**src/rtl/aes_host_ctrl.sv**
```systemverilog
// Requester-side sequencer for the AES core command handshake: accepts key/enc/dec
// requests, issues one at a time, enforces a response timeout and returns results.
module aes_host_ctrl #(
   parameter int unsigned TIMEOUT = 4096,
   parameter int unsigned CNT_W   = 16
) (
   input  logic               clk,
   input  logic               rst,
   input  logic               req_valid,
   output logic               req_ready,
   input  logic [1:0]         req_op,
   input  logic [255:0]       req_data,
   output logic               core_input_valid,
   input  logic               core_input_ready,
   output logic [6:0]         core_opcode,
   output logic [255:0]       core_data_in,
   input  logic               core_output_valid,
   output logic               core_output_ready,
   input  logic [127:0]       core_data_out,
   output logic               rsp_valid,
   input  logic               rsp_ready,
   output logic [1:0]         rsp_op,
   output logic [127:0]       rsp_data,
   output logic               rsp_err,
   output logic               key_loaded,
   output logic               timeout_seen,
   output logic               busy,
   output logic [CNT_W-1:0]   ops_done,
   output logic [CNT_W-1:0]   ops_err
);

   localparam int unsigned TMR_W = $clog2(TIMEOUT);
   localparam logic [TMR_W-1:0] TMR_LAST = TMR_W'(TIMEOUT - 1);

   localparam logic [1:0] OP_KEY = 2'd0;
   localparam logic [1:0] OP_ILL = 2'd3;

   typedef enum logic [1:0] {
      IDLE  = 2'd0,
      ISSUE = 2'd1,
      WAIT  = 2'd2,
      RESP  = 2'd3
   } state_t;

   state_t             state, state_d;
   logic [1:0]         op_q, op_d;
   logic [255:0]       data_q, data_d;
   logic [127:0]       rdata_q, rdata_d;
   logic               err_q, err_d;
   logic [TMR_W-1:0]   timer_q, timer_d;
   logic               key_d, tseen_d;
   logic [CNT_W-1:0]   done_d, errc_d;

   assign core_opcode  = 7'(op_q);
   assign core_data_in = data_q;
   assign rsp_op       = op_q;
   assign rsp_data     = rdata_q;
   assign rsp_err      = err_q;

   // State, payload and registered handshake outputs (decoded from next state)
   always_ff @(posedge clk or posedge rst) begin
      if (rst) begin
         state             <= IDLE;
         op_q              <= '0;
         data_q            <= '0;
         rdata_q           <= '0;
         err_q             <= 1'b0;
         timer_q           <= '0;
         key_loaded        <= 1'b0;
         timeout_seen      <= 1'b0;
         ops_done          <= '0;
         ops_err           <= '0;
         req_ready         <= 1'b1;
         core_input_valid  <= 1'b0;
         core_output_ready <= 1'b0;
         rsp_valid         <= 1'b0;
         busy              <= 1'b0;
      end else begin
         state             <= state_d;
         op_q              <= op_d;
         data_q            <= data_d;
         rdata_q           <= rdata_d;
         err_q             <= err_d;
         timer_q           <= timer_d;
         key_loaded        <= key_d;
         timeout_seen      <= tseen_d;
         ops_done          <= done_d;
         ops_err           <= errc_d;
         req_ready         <= (state_d == IDLE);
         core_input_valid  <= (state_d == ISSUE);
         core_output_ready <= (state_d == WAIT);
         rsp_valid         <= (state_d == RESP);
         busy              <= (state_d != IDLE);
      end
   end

   // Next-state and next-register logic
   always_comb begin
      state_d = state;
      op_d    = op_q;
      data_d  = data_q;
      rdata_d = rdata_q;
      err_d   = err_q;
      timer_d = timer_q;
      key_d   = key_loaded;
      tseen_d = timeout_seen;
      done_d  = ops_done;
      errc_d  = ops_err;

      unique case (state)
         IDLE: begin
            if (req_valid) begin
               op_d    = req_op;
               data_d  = (req_op == OP_KEY) ? req_data : {req_data[255:128], 128'd0};
               rdata_d = '0;
               if ((req_op == OP_ILL) || ((req_op != OP_KEY) && !key_loaded)) begin
                  err_d   = 1'b1;
                  state_d = RESP;
               end else begin
                  err_d   = 1'b0;
                  state_d = ISSUE;
               end
            end
         end
         ISSUE: begin
            if (core_input_ready) begin
               timer_d = '0;
               state_d = WAIT;
            end
         end
         WAIT: begin
            // A result arriving on the timeout cycle takes priority
            if (core_output_valid) begin
               rdata_d = (op_q == OP_KEY) ? 128'd0 : core_data_out;
               err_d   = 1'b0;
               if (op_q == OP_KEY) key_d = 1'b1;
               state_d = RESP;
            end else if (timer_q == TMR_LAST) begin
               rdata_d = '0;
               err_d   = 1'b1;
               tseen_d = 1'b1;
               key_d   = 1'b0;
               state_d = RESP;
            end else begin
               timer_d = timer_q + TMR_W'(1);
            end
         end
         RESP: begin
            if (rsp_ready) begin
               if (err_q) errc_d = ops_err + CNT_W'(1);
               else       done_d = ops_done + CNT_W'(1);
               state_d = IDLE;
            end
         end
         default: state_d = IDLE;
      endcase
   end

endmodule
```
**config.mk**
```make
export PLATFORM = sky130hd
export DESIGN_NAME = aes_host_ctrl
export DESIGN_NICKNAME = d
export VERILOG_FILES = /design/src/rtl/aes_host_ctrl.sv
export SDC_FILE = /design/constraint.sdc
export NUM_CORES = 1
export LEC_CHECK = 0
export ABC_AREA = 1
export BUFFER_PORTS_ARGS = -buffer_cell sky130_fd_sc_hd__buf_2
export CORE_AREA = 2 2 325 327
export DETAILED_ROUTE_END_ITERATION = 16
export DIE_AREA = 0 0 327 329
export REMOVE_ABC_BUFFERS = 1
export SLEW_MARGIN = 20
export SYNTH_ARGS = -nofsm -noshare
export SYNTH_HDL_FRONTEND = slang
export SYNTH_SLANG_ARGS = --single-unit
```
**constraint.sdc**
```tcl
create_clock -name clk -period 32 [get_ports clk]
set_input_delay 3.2 -clock clk [delete_from_list [all_inputs] [get_ports clk]]
set_output_delay 3.2 -clock clk [all_outputs]
set_load 0.005 [all_outputs]
```
* Word-level counts from Yosys, hierarchy flattened
Cells that the tools add are included.
** Operators by class
- Add/subtract/negate cells :: 3
- Equality and inequality tests :: 14
- Multiplexer cells :: 25
- Bitwise gates (word level) :: 2
- Reductions and logical operators :: 19
** Operator list (count)
- $mux W128 :: 5
- $pmux W128 S2 :: 1
- $mux W12 :: 3
- $add A16 B1 Y16 const B :: 2
- $pmux W12 S2 :: 1
- $reduce_and A3 Y1 :: 5
- $add A12 B1 Y12 const B :: 1
- $eq A12 B12 Y1 const B :: 1
- $mux W2 :: 6
- $eq A2 B2 Y1 const B :: 5
- $reduce_bool A2 Y1 :: 5
- $logic_not A2 Y1 :: 4
- $ne A2 B2 Y1 const B :: 4
- $pmux W2 S4 :: 1
- $mux W1 :: 7
- $eq A2 B1 Y1 const B :: 2
- $reduce_and A4 Y1 :: 1
- $ne A3 B3 Y1 const B :: 1
- $ne A2 B1 Y1 const B :: 1
- $not A1 Y1 :: 2
- $pmux W1 S2 :: 1
- $reduce_and A2 Y1 :: 1
- $logic_and A1 B1 Y1 :: 1
- $logic_not A1 Y1 :: 1
- $logic_or A1 B1 Y1 :: 1
** Word-level totals
- Register bits after elaboration :: 440
- Input port bits :: 392
- Output and inout port bits :: 433
- Logic and storage cells :: 78

* Longest topological paths before layout
Gate-level depths: netlist (run 1).
- Depth in word-level cells :: 7
- Depth in mapped cells :: 10
- Gate-level depth less buffers :: 10

* Least setup slack after synthesis (run 1)
OpenSTA, ideal clock, no wires.
- Path type :: in2reg
- Start point :: input req_op[1]
- End point :: register data_q[100], in the netlist core_data_in[100]
- Setup time :: 0.083 ns
- Arrival :: 4.028 ns
- Required time :: 31.917 ns
- Slack :: 27.889 ns
- Stages on the path :: 5
- Path buffers :: 2
- Path through :: nor2_1 clkbuf_1 clkbuf_1 nand2_1 o21ai_0
** On the way
- Cells in the longest elaborated chain, start to end :: 2
** Ends and longest elaborated chain
- start: declaration :: RTL line 11 : input logic [1:0] req_op,
- $logic_not A2 Y1 :: RTL line 114 : data_d = (req_op == OP_KEY) ? req_data : {req_data[255:128], 128'd0};
- $mux W128 :: RTL line 114
- end signal: assignment :: RTL line 81 : data_q <= data_d;
- end: declaration :: RTL line 47 : logic [255:0] data_q, data_d;
No other way between the ends.
A chain may end at the register's enable or synchronous reset.

* Worst setup path after layout (run 1)
- Start point :: input req_valid
- End point :: register data_q[17], in the netlist core_data_in[17]
** On the way
- Cells in the longest elaborated chain, start to end :: 1
** Ends and longest elaborated chain
- start: declaration :: RTL line 9 : input logic req_valid,
- $reduce_and A2 Y1 (no line)
No other way between the ends.

==> results of run 1 <==
synth_stat cells (17+ instances only):
library cell and count:
nand3_1 30, xor2_1 17, buf_12 21, nand2_4 103
o21ai_0 146, nand2_2 158, dfrtp_1 439, buf_2 37
clkbuf_1 34, nor2_1 42, inv_1 53, nand2_1 890
logic make-up after synthesis:
kind of cell	after synthesis	synth area share (%)
other	1	0.0196
xor gates and xnor gates	25	1.14
and+or+nand+nor	1248	31.5
AOI/OAI and AO/OA	149	3.92
adders and majority gates	3	0.196
DFF	440	57.5
buffers and inverters	165	5.74
worst paths after layout:
kind,startpoint,depth (start not counted),slack [ns],end
worst min-delay path,rsp_data[107]$_DFFE_PP0P_,2,0.47,rsp_data[107]$_DFFE_PP0P_
min in group asynchronous,rst,2,2.67,rsp_data[70]$_DFFE_PP0P_
worst max register to register,state[1]$_DFF_PP0_,5,28.80,core_data_in[17]$_DFFE_PP0P_
worst min register to register,rsp_data[107]$_DFFE_PP0P_,2,0.47,rsp_data[107]$_DFFE_PP0P_
max in group asynchronous,rst,4,27.20,core_data_in[62]$_DFFE_PP0P_
worst max-delay path,req_valid,5,26.74,core_data_in[17]$_DFFE_PP0P_
cell type report:
class                   count  area share [%]
repair buffers            831            16.1
clock buffers              76            6.03
diodes                      5          0.0478
well taps                1391            6.65
flip-flops and latches    440            42.1
multi-input cells        1430            27.0
clock inverters            26            1.23
inverters                  56           0.898
worst min-delay path: stages, from the launching register on:
cell and delay (ns):
dfrtp_1 0.33, nand2_1 0.05, nand2_1 0.05
metrics by stage:
stage | utilization, % | hold slack [ns] | setup slack, ns
2_1_floorplan | - | 0.465 | 16.54
3_3_place_gp | 23.3 | 0.449 | 26.11
3_5_place_dp | 23.3 | 0.456 | 26.06
4_1_cts | 25.1 | 0.469 | 26.77
5_1_grt | 25.1 | 0.492 | 26.49
6_report | 25.1 | 0.466 | 26.74
state kept, by name, summed over array words and instances (netlist names):
| name | count |
|---|---|
| state | 2 |
| rsp_op | 2 |
| key_loaded | 1 |
| core_output_ready | 1 |
| core_data_in | 256 |
| ops_done | 16 |
| timeout_seen | 1 |
| rsp_valid | 1 |
| core_input_valid | 1 |
| rsp_err | 1 |
| timer_q | 12 |
| busy | 1 |
| req_ready | 1 |
| rsp_data | 128 |
| ops_err | 16 |
power breakdown:
group	switching (mW)	internal [mW]
clock	0.267	0.394
sequential	0.146	0.762
combinational	0.500	0.295
routing by layer:
layer	up-vias	part of all wire, %	global-route usage [%]
met4	10	1.9	3.52
met2	681	48	25.9
met5	-	0.069	0
li1	7800	-	-
met3	120	12	7.61
met1	7853	38	17.4
==> results_dict.tcl, run 1 <==
set metrics [dict create \
    multi_input_area_um2 7070 \
    synth_top_flop_cell "dfrtp_1" \
    ys_ff_latch 440 \
    crit_top_cell "buf_4" \
    setup_violations 0 \
    grt_pass1_vias 16400 \
    grtUsageTotal_pct 15.4 \
    irDropWorstVdd_uv 45.9 \
    postCtsSetupBuffers 0 \
    rows 119 \
    p_leak_nw 14.4 \
    cts_root_buffer "clkbuf_16" \
    yosysTopAreaCell "dfrtp_1" \
    nets 3209 \
    cp_data_required_time_ns 32.47 \
    crit_fanout 120 \
    via_per_inst 3.87 \
    cp_cell_sequence "buf_2 -> nand2_8 -> buf_4 -> buf_4 -> o21ai_0" \
    worst_slew_pin_slew_ns 1.09 \
    fmax_mhz 190 \
    synth_cell_types 35 \
    async_reset_ff_share_pct 100 \
    rsz0062_at_grt "no" \
    total_power_mw 2.36 \
    vias 16500 \
    clk_latency_ns 0.63 \
    endpoint_kind "flop" \
    cts_num_sinks 440 \
    worstPathArrival_ns 5.73 \
    synth_top_area_share_pct 57.4 \
    slew_headroom_pct 27.6 \
    fill_cells 11400 \
    path_buf_inv 3 \
    synthToLayoutAreaGrowth_pct 36.7 \
    dieArea_um2 108000 \
    postCtsResizedCells 0 \
    final_cell_area_um2 26200 \
    globalplace.congestion 0.898 \
    synthCells 2031 \
    grt_pass1_wl_um 120000 \
    antenna_found_initial 36 \
    status "finished clean" \
    hp-class "reg2reg" \
    die_w_um 327 \
    report.final.slew_viol_count 0 \
    clkTransAtPathRegs_ns 0.06 \
    critPathTopFamily "buffers and inverters" \
    num_io_pins 825 \
    setup.worst_path.class "in2reg" \
    grt_start_max_net_pins 140 \
    ant_nets 0 \
    core_area_um2 104000 \
    avgRoutedWirePerCell_um 20.2 \
    dp_hpwl_um 66800 \
    die_h_um 329 \
    finClkSkew_ns 0.0326 \
    synth_warnings 0 \
    post-route-min-period_ns 5.26 \
    drt_drc_violations_left 0 \
    max_stage_delay_ns 0.79 \
    power_density_nw_per_um2 90.3 \
    initial_core_util_pct 18.3 \
    min_period_over_period_pct 16.4 \
    syn_avg_cell_area_um2 9.43 \
    grt_overflow 0 \
    final_common_cell "nand2_1" \
    clockBufferDepth 3 \
    crit_slowest_cell "buf_4" \
    drtIter0Drc 850 \
    ctsHoldBuffers 0 \
    cts_tree "done" \
    netlist_area_um2 19100 \
    startpoint_type "input port" \
    numCtsBuffers 55 \
    fin_cells 4255 \
    drt_pass1_iterations 5 \
    synth_area_leaders "dfrtp_1 (57%), nand2_1 (17%), nand2_4 (6.1%), nand2_2 (5.2%), o21ai_0 (3.8%)" \
    port_buffers 819 \
    drv_cap 0 \
    seq_area_um2 11000 \
    synth_edf_count 0 \
    final_layout_size_suffix_gt1_share_pct 42.1 \
    wl_um 85900 \
    dpl.cell_count 4148 \
    final-hold-violation-count 0 \
    finalSetupTns_ns 0 \
    seq_area_frac_synth_pct 57.5 \
    layout_common_cells "nand2_1 (890), buf_2 (819), dfrtp_1 (439), nand2_2 (158), o21ai_0 (146)" \
    placed_area_um2 24300 \
    htreeDepth 2 \
]
Note: power is estimated with default switching activity, not from simulation.
==> run 2: changes to the inputs <==
--- a/config.mk
+++ b/config.mk
@@ -5,11 +5,11 @@
 export SDC_FILE = /design/constraint.sdc
 export NUM_CORES = 1
 export LEC_CHECK = 0
-export ABC_AREA = 1
+export ABC_AREA = 0
 export BUFFER_PORTS_ARGS = -buffer_cell sky130_fd_sc_hd__buf_2
-export CORE_AREA = 2 2 325 327
+export CORE_AREA = 2 2 324 326
 export DETAILED_ROUTE_END_ITERATION = 16
-export DIE_AREA = 0 0 327 329
+export DIE_AREA = 0 0 326 328
 export REMOVE_ABC_BUFFERS = 1
 export SLEW_MARGIN = 20
 export SYNTH_ARGS = -nofsm -noshare
==> constraint.sdc (replaced) <==
create_clock -name clk -period 5.3 [get_ports clk]
set_input_delay 0.53 -clock clk [delete_from_list [all_inputs] [get_ports clk]]
set_output_delay 0.53 -clock clk [all_outputs]
set_load 0.005 [all_outputs]
==> run 2 against run 1 <==
Synthesized cell count decreased by 33%. Global-route usage decreased by 4.6 points. Die area decreased by 0.61%. Worst hold slack got worse by 0.40 ns. Clock skew decreased by 0.015 ns. Wire length decreased by 30%. Register-to-register slack got worse by 26 ns. Sequential cell count unchanged. Total power increased to 5.6 times the previous value. Clock power increased to 5.5 times the previous value. Design area decreased by 7.6%. Combinational power increased to 5.1 times the previous value. Critical endpoint is now rsp_data[12]$_DFFE_PP0P_.
==> results_dict.tcl, run 2 <==
set metrics [dict create \
    synthTopCellsByCount "dfrtp_1 (439), nand2_1 (279), a22o_1 (130)" \
    wl_um 60100 \
    cts_num_sinks 440 \
    layout_common_cells "buf_2 (819), dfrtp_1 (439), nand2_1 (279), a22o_1 (130), o21ai_0 (129)" \
    setup_violations 0 \
    ctsHoldBuffers 0 \
    synth_warnings 0 \
    p_leak_nw 12.2 \
    numCtsBuffers 51 \
    avgRoutedWirePerCell_um 16.8 \
    core_area_um2 103000 \
    fill_cells 11100 \
    synth_top_area_share_pct 65.1 \
    grt_pass1_wl_um 88400 \
    clkTransAtPathRegs_ns 0.06 \
    dieArea_um2 107000 \
    clockBufferDepth 3 \
    final_common_cell "buf_2" \
    final-hold-violation-count 0 \
    cp_data_required_time_ns 5.81 \
    total_power_mw 13.2 \
    num_io_pins 825 \
    die_h_um 328 \
    vias 13600 \
    fin_cells 3581 \
    irDropWorstVdd_uv 316 \
    yosysMostFrequentCell "dfrtp_1" \
    place_ws_ns 2.67 \
    globalplace.congestion 0.836 \
    crit_fanout 69 \
    grtUsageTotal_pct 10.7 \
    htreeDepth 2 \
    nets 2552 \
    synthToLayoutAreaGrowth_pct 43.3 \
    rsz0062_at_grt "no" \
    largest_reg_flops 256 \
    cts_root_buffer "clkbuf_16" \
    worst_slew_pin_slew_ns 1.02 \
    grt_start_max_net_pins 129 \
    worstPathArrival_ns 3.15 \
    startpoint_type "flop" \
    grt_pass1_vias 13900 \
    seq_area_um2 11000 \
    ys_ff_latch 440 \
    slew_headroom_pct 31.9 \
    synth_area_leaders "dfrtp_1 (65%), mux2_2 (7.5%), a22o_1 (6.7%), nand2_1 (6.2%), o21ai_0 (3.8%)" \
    postCtsResizedCells 0 \
    power_density_nw_per_um2 545 \
    status "finished clean" \
    min_period_over_period_pct 50.0 \
    drv_cap 0 \
    fmax_mhz 378 \
    drt_drc_violations_left 0 \
    ant_nets 0 \
    synth_edf_count 0 \
    synth_top_flop_cell "dfrtp_1" \
    setup_ws_ns 2.65 \
    synth_cell_types 47 \
    endpoint_kind "flop" \
    dpl.cell_count 3484 \
    initial_core_util_pct 16.4 \
    hp-class "in2async" \
    rows 118 \
    die_w_um 326 \
    drt_pass1_iterations 5 \
    report.final.slew_viol_count 0 \
    syn_avg_cell_area_um2 12.4 \
    clk_latency_ns 0.61 \
    multi_input_area_um2 5340 \
    yosysTopAreaCell "dfrtp_1" \
    dp_hpwl_um 45400 \
    drtIter0Drc 800 \
    netlist_area_um2 16900 \
    synthCells 1357 \
    seq_area_frac_synth_pct 65.2 \
    via_per_inst 3.81 \
    grt_overflow 0 \
    port_buffers 819 \
    finClkSkew_ns 0.0179 \
    async_reset_ff_share_pct 100 \
    setup.worst_path.class "reg2reg" \
    final_layout_size_suffix_gt1_share_pct 47.7 \
    antenna_found_initial 6 \
    postCtsSetupBuffers 0 \
    post-route-min-period_ns 2.65 \
    cts_tree "done" \
]
## run 2: changes by cell type in the layout (fill, tap and decap cells not counted), moves of 20 or more
cell / change
nand2_2: -158
nor2_1: -29
mux2_1: +20
a22o_1: +130
nand2_1: -611
mux2_2: +112
inv_1: -40
nand2_4: -102
## run 2: routing by layer
layer | track usage (%) | wire, µm | vias up | part of all wire, %
li1 | - | - | 6306 | -
met2 | 17.2 | 28400 | 546 | 47
met4 | 3.15 | 1280 | 4 | 2.1
met3 | 3.75 | 4930 | 82 | 8.2
met5 | 0 | 17 | - | 0.028
met1 | 13.6 | 25500 | 6690 | 42
## run 2: critical path: stages, from the launching register on
cell and delay (ns):
dfrtp_1 0.40, ha_1 0.25, nand4_1 0.14, or4_1 0.64
o21a_4 0.32, buf_4 0.41, a22o_1 0.29
## run 2: cells by family after synthesis
| logic type | Yosys count | share of synthesized area [%] |
|---|---|---|
| AOI/OAI and AO/OA | 288 | 11.9 |
| xor gates and xnor gates | 30 | 1.56 |
| adders and majority gates | 3 | 0.222 |
| buffers and inverters | 109 | 3.38 |
| DFF | 440 | 65.2 |
| muxes | 135 | 9.06 |
| other | 1 | 0.0222 |
| and+or+nand+nor | 351 | 8.66 |
## run 2: worst paths after layout
path	from	to	slack (ns)	depth (start not counted)
max	timer_q[0]$_DFFE_PP0P_	rsp_data[12]$_DFFE_PP0P_	2.65	6
min	rst	rsp_data[112]$_DFFE_PP0P_	0.07	2
max reg2reg	timer_q[0]$_DFFE_PP0P_	rsp_data[12]$_DFFE_PP0P_	2.65	6
min reg2reg	core_data_in[59]$_DFFE_PP0P_	core_data_in[59]$_DFFE_PP0P_	0.47	2
max in group asynchronous	rst	core_data_in[214]$_DFFE_PP0P_	3.94	3
min in group clk	req_data[183]	core_data_in[183]$_DFFE_PP0P_	0.12	2
## run 2: final cells by class
| type | instances | area share (%) |
|---|---|---|
| Clock buffer | 76 | 6.28 |
| Tap cell | 1380 | 7.14 |
| Inverter | 12 | 0.217 |
| Multi-Input combinational cell | 812 | 22.1 |
| Clock inverter | 18 | 0.895 |
| Timing Repair Buffer | 840 | 17.9 |
| Antenna cell | 3 | 0.0310 |
| Sequential cell | 440 | 45.5 |
## run 2: power by group
part           leakage (nW)  internal, mW  switching [mW]
logic                  5.69          2.02            2.04
registers              5.68          4.72           0.779
clock network         0.847          2.14            1.48
## run 2: per-stage QoR
stage | util, % | setup TNS, ns | cell area (µm²) | hold slack (ns)
3_5_place_dp | 21.8 | 0 | 22500 | 0.464
6_report | 23.4 | 0 | 24200 | 0.0657
2_1_floorplan | - | -4258.45 | 16400 | 0.468
3_3_place_gp | 21.8 | 0 | 22500 | 0.456
4_1_cts | 23.4 | 0 | 24200 | 0.0554
5_1_grt | 23.4 | 0 | 24200 | 0.0687
